==> src/rtl/demux32_fifo.sv <==
// demux32_fifo: registered 1-to-4 demultiplexer with one FIFO per destination.
//
// Each accepted word is written into FIFO[in_sel]. Each FIFO drains through
// its own valid/ready handshake.
//
// Ports:
//   clk, rst_n            rising-edge clock, asynchronous active-low reset
//   in_data, in_sel       word to route and its destination (0..3)
//   in_valid / in_ready   producer handshake; in_ready = destination not full
//   out_dataN             head word of channel N (storage at its read pointer)
//   out_validN            channel N non-empty
//   out_readyN            consumer N takes the head word this cycle
module demux32_fifo #(
  parameter int WIDTH = 32,
  parameter int DEPTH = 2
) (
  input  logic             clk,
  input  logic             rst_n,
  input  logic [WIDTH-1:0] in_data,
  input  logic [1:0]       in_sel,
  input  logic             in_valid,
  output logic             in_ready,
  output logic [WIDTH-1:0] out_data0,
  output logic [WIDTH-1:0] out_data1,
  output logic [WIDTH-1:0] out_data2,
  output logic [WIDTH-1:0] out_data3,
  output logic             out_valid0,
  output logic             out_valid1,
  output logic             out_valid2,
  output logic             out_valid3,
  input  logic             out_ready0,
  input  logic             out_ready1,
  input  logic             out_ready2,
  input  logic             out_ready3
);

  localparam int PW = $clog2(DEPTH);
  localparam int CW = $clog2(DEPTH + 1);

  logic [3:0]       out_ready_vec;
  logic [3:0]       out_valid_vec;
  logic [3:0]       full_vec;
  logic [WIDTH-1:0] head [4];

  assign out_ready_vec = {out_ready3, out_ready2, out_ready1, out_ready0};

  // Derived only from registered counts and in_sel, so a consumer popping a
  // full channel in the same cycle does not open a path to in_ready.
  assign in_ready = !full_vec[in_sel];

  genvar gi;
  generate
    for (gi = 0; gi < 4; gi++) begin : g_ch
      logic [WIDTH-1:0] mem_reg [DEPTH];
      logic [PW-1:0]    wr_ptr_reg;
      logic [PW-1:0]    rd_ptr_reg;
      logic [CW-1:0]    count_reg;
      logic             push;
      logic             pop;

      assign push = in_valid && in_ready && (in_sel == 2'(gi));
      // Popping an empty channel is ignored.
      assign pop  = out_valid_vec[gi] && out_ready_vec[gi];

      always_ff @(posedge clk or negedge rst_n) begin
        if (!rst_n) begin
          for (int i = 0; i < DEPTH; i++) begin
            mem_reg[i] <= '0;
          end
          wr_ptr_reg <= '0;
          rd_ptr_reg <= '0;
          count_reg  <= '0;
        end else begin
          if (push) begin
            mem_reg[wr_ptr_reg] <= in_data;
            // DEPTH is a power of two, so the natural overflow wraps to 0.
            wr_ptr_reg <= wr_ptr_reg + PW'(1);
          end
          if (pop) begin
            rd_ptr_reg <= rd_ptr_reg + PW'(1);
          end
          case ({push, pop})
            2'b10:   count_reg <= count_reg + CW'(1);
            2'b01:   count_reg <= count_reg - CW'(1);
            default: count_reg <= count_reg;
          endcase
        end
      end

      assign full_vec[gi]      = (count_reg == CW'(DEPTH));
      assign out_valid_vec[gi] = (count_reg != '0);
      assign head[gi]          = mem_reg[rd_ptr_reg];
    end
  endgenerate

  assign out_data0  = head[0];
  assign out_data1  = head[1];
  assign out_data2  = head[2];
  assign out_data3  = head[3];
  assign out_valid0 = out_valid_vec[0];
  assign out_valid1 = out_valid_vec[1];
  assign out_valid2 = out_valid_vec[2];
  assign out_valid3 = out_valid_vec[3];

endmodule

==> config.mk <==
export PLATFORM = sky130hd
export DESIGN_NAME = demux32_fifo
export DESIGN_NICKNAME = d
export VERILOG_FILES = /design/src/rtl/demux32_fifo.sv
export SDC_FILE = /design/constraint.sdc
export NUM_CORES = 1
export LEC_CHECK = 0
export BUFFER_PORTS_ARGS = -buffer_cell sky130_fd_sc_hd__buf_2
export CAP_MARGIN = 20
export CORE_UTILIZATION = 40
export DETAILED_ROUTE_END_ITERATION = 12
export PLACE_DENSITY = 0.67
export SLEW_MARGIN = 20
export SYNTH_ARGS = -nofsm -noshare
export SYNTH_HDL_FRONTEND = slang
export SYNTH_SLANG_ARGS = --single-unit
==> constraint.sdc <==
create_clock -name clk -period 2.85 [get_ports clk]
set_clock_uncertainty 0.1 [all_clocks]
set_input_delay 0.4275 -clock clk [delete_from_list [all_inputs] [get_ports clk]]
set_output_delay 0.4275 -clock clk [all_outputs]
set_load 0.005 [all_outputs]
## After elaboration in Yosys (flattened, before gate mapping)

Index checks and enable logic that the tools add are counted.

- Add/subtract/negate cells: 16
- Multipliers: 0
- Divide/modulo/power cells: 0
- $lt $le $gt $ge: 13
- Eq/ne operators: 15
- Shifts and indexed selects: 0
- Multiplexer cells: 30
- Bitwise gates (word level): 8
- Reduce and logical (&&, ||, !) cells: 23

Operators with widths:

| kind | count |
|---|---|
| $mux W32 | 16 |
| $bwmux W64 | 4 |
| $demux W32 S1 | 4 |
| $eq A2 B2 Y1 const B | 10 |
| $ge A2 B2 Y1 const B | 8 |
| $not A1 Y2 | 8 |
| $pmux W2 S2 | 4 |
| $reduce_bool A2 Y1 | 8 |
| $logic_and A1 B1 Y1 | 13 |
| $eq A2 B1 Y1 const B | 5 |
| $add A1 B1 Y1 const B | 8 |
| $add A2 B1 Y2 const B | 4 |
| $lt A2 B1 Y1 const B | 4 |
| $sub A2 B1 Y2 const B | 4 |
| $lt A2 B3 Y1 const B | 1 |
| $bmux W1 S2 | 1 |
| $logic_not A2 Y1 | 1 |
| $logic_not A1 Y1 | 1 |
| $mux W1 | 1 |

- Flip-flop bits (word level): 272
- Latch bits: 0
- RAM bits: 0
- Memory bits (read-only): 0
- Input port bits: 41
- Output and inout port bits: 133
- Memories: 0

## Longest topological paths before layout

- Depth in word-level cells: 8
- Gate-level depth with buffers: 7

## Worst setup path after synthesis

OpenSTA, ideal clock, no wires.

- Path kind: input-to-reg
- Start point: input in_valid
- End point: register g_ch[2].mem_reg[32] (netlist name)
- Library setup time: 0.125 ns
- Arrival time: 1.710 ns
- Setup slack: 0.915 ns
- Cell stages on the path: 6
- Path buffers: 3
- Path through: buf_2 -> nand2_2 -> or4_4 -> buf_6 -> buf_12 -> mux2_4

- Word-level cells in the longest chain between the ends: 2

RTL lines:

| what | line | source |
|---|---|---|
| start, declared | 21 | `input logic in_valid,` |
| $logic_and A1 B1 Y1 (2 in a row) | 61 | `assign push = in_valid && in_ready && (in_sel == 2'(gi));` |
| end signal, assigned by index | 75 | `mem_reg[wr_ptr_reg] <= in_data;` |
| end, declared | 54 | `logic [WIDTH-1:0] mem_reg [DEPTH];` |

Every way passes these cells.
A chain may end at the register's enable or synchronous reset.

## Worst setup path in the final report

- Start point: register g_ch[2].rd_ptr_reg
- End point: output out_data2[18]

- Word-level cells in the longest chain between the ends: 4

RTL lines:

| what | line | source |
|---|---|---|
| start, declared | 56 | `logic [PW-1:0] rd_ptr_reg;` |
| start signal, assigned | 80 | `rd_ptr_reg <= rd_ptr_reg + PW'(1);` |
| $not A1 Y2 (implied by the code) | 92 | `assign head[gi] = mem_reg[rd_ptr_reg];` |
| $mux W32 (implied by the code) (3 in a row) | 92 |  |
| end, declared | 25 | `output logic [WIDTH-1:0] out_data2,` |

Every way passes these cells. The select of a mux whose other input is x is not followed.

==> metrics.cfg <==
[floorplanning]
die_area_mm2 = 0.0306
chipWidth_um = 175
rows = 62
initial_utilization_pct = 41.2
coreArea_mm2 = 0.0291
pin_count = 174
dieHeight_um = 175

[grt]
gr-total-overflow = 0
grt_usage_pct = 17.5
grt_pass1_vias = 7239
grt_first_pass_wirelength_mm = 42.0
antenna_found_initial = 0
grt_max_degree = 76

[drt]
via_per_inst = 5.10
vias = 6865
wirelength_mm = 26.4
firstDrtPassIters = 4
ant_nets = 0
drt_iter0_markers = 224
wl_per_cell_um = 19.6
drc = 0

[sta]
setup-violations-final = 0
final_max_slew_viol_count = 0
period_minus_slack_ps = 2590
hold_viol_final = 0
fmax_mhz = 386
slew_headroom_pct = 41.7
holdWs_ps = 128
rsz0062_at_grt = false
fin_setup_tns_ps = 0
fin_crit_sh_pct = 90.8
worst_pin_slew_ps = 874

[yosys]
syn_inst = 759
ys_ff_latch = 272
yosys.area.top_type = dfrtp_1
synth_edf_count = 0
ys_top_cells_by_area = dfrtp_1, mux2_2, mux2_4
synth.avg_cell_area_um2 = 15.8
synth_cell_types = 27
syn-cell-area_mm2 = 0.0120
synth.top_cell.area_share_pct = 56.8
syn_nets = 804
ys_seq_area_share_pct = 56.8
yosys-top-cells-count = mux2_2, dfrtp_1, mux2_4
ys_warn_count = 0
async_flop_share_pct = 100
ys.flop_type = dfrtp_1
yosysMostFrequentCell = mux2_2

[critical_path]
max_stage_delay_ps = 930
path_class = reg -> out
path_delay_family = flip-flops
rr_endpoint = g_ch[2].mem_reg[47]
endpoint_kind = output pin
timing.rr.start = g_ch[2].count_reg[0]
start_kind = register
required_ps = 2320
cp_max_fo = 33
cp.buffers_inverters = 1
critPathSlowestCell = dfrtp_2
path_cells = mux2_2, buf_2
endpoint = out_data2[18]
ff2ff_path_depth = 3
cp.arrival_ps = 2060
crit_cells = 2
critPathLaunch = g_ch[2].rd_ptr_reg
r2r_slack_ps = 790

[cts]
htree_levels = 1
tritoncts.num_buffers = 29
cts_sinks = 272
postCtsSetupRepairBufs = 0
clk_pin_slew_ps = 60
cts_resized = 0
clock_latency_ps = 530
holdBufCountCts = 1
cts_tree = yes
cts-root-buf = clkbuf_16
clk_path_buf_depth = 3

[cells_and_area]
diodes = 0
syn_to_final_growth_pct = 19.6
largest_reg_flops = 256
drive_above_1_share_pct = 66.1
finalNonFillerCells = 1347
nNetsFinal = 988
final_util_pct = 49.2

[pwr]
power.density_mw_per_mm2 = 1210
ir_worst_vdd_mv = 0.706
p_leak_nw = 6.56

[worst_hold_path]
hp-class = in -> reg

[placement]
gp_congestion = 0.736
hpwl_mm = 17.4
portBuffers = 173
dp_cells = 1295

[job]
maxCapViolCount = 0

[status]
status = finished, final reports clean

stage by stage:
stage | area (um^2) | total power, mW | setup slack (ps)
after global routing | 14300 | 18.4 | 170
after global placement | 13300 | 13.4 | 715
after CTS | 14300 | 17.5 | 234
after detailed placement | 13300 | 13.6 | 679
final | 14300 | 17.3 | 262
after floorplan | 12000 | 10.9 | 915
per-layer routing:
layer / wire, um / share of wire, % / GRT usage, %
met4: 448 / 1.7 / 3.91
met1: 12400 / 47 / 24.4
met5: 0 / 0 / 0
met3: 1260 / 4.8 / 3.42
met2: 12300 / 47 / 28.2
cell usage in the layout (no fill, tap or decap), types with 5 or more instances in the layout:
master,n
buf_12,5
buf_2,172
buf_4,18
clkbuf_1,6
clkbuf_16,29
clkbuf_8,7
dfrtp_1,268
mux2_2,352
mux2_4,30
nor2_1,5
xnor2_1,12
xor2_1,8
where the power goes:
part           switching [mW]  total, mW  internal [mW]
Sequential               1.20       7.00           5.80
Combinational            2.39       6.45           4.06
Clock                    1.50       3.81           2.31
Total                    5.09       17.3           12.2
worst min path at each step:
stage | startpoint | to | slack, ps | depth (start not counted)
2_1_floorplan | rst_n | g_ch[0].count_reg[0] | 30 | 0
3_3_place_gp | rst_n | g_ch[1].count_reg[0] | 340 | 1
3_5_place_dp | rst_n | g_ch[1].count_reg[0] | 350 | 1
4_1_cts | in_data[5] | g_ch[1].mem_reg[5] | 110 | 2
5_1_grt | in_data[11] | g_ch[2].mem_reg[43] | 130 | 2
6_report | in_data[11] | g_ch[2].mem_reg[43] | 130 | 2
kinds of logic (layout without fill, tap and decap cells):
kind of cell / count (synthesis) / in the layout / share of synthesized area (%)
flip-flops: 272 / 272 / 56.8
AND/OR/NAND/NOR: 34 / 34 / 1.96
adder cells (fa/ha/maj): 4 / 4 / 0.418
buffers and inverters: 44 / 248 / 2.09
multiplexers: 385 / 385 / 37.3
XOR/XNOR: 20 / 20 / 1.46
cell type report:
class | instances | area, um^2
fill | 2568 | 14800
clock buffer | 42 | 845
tap | 384 | 480
multi-input combinational | 443 | 4940
clock inverter | 9 | 125
timing repair buffer | 197 | 1120
sequential | 272 | 6810
Power figures use the tool's default switching activity.
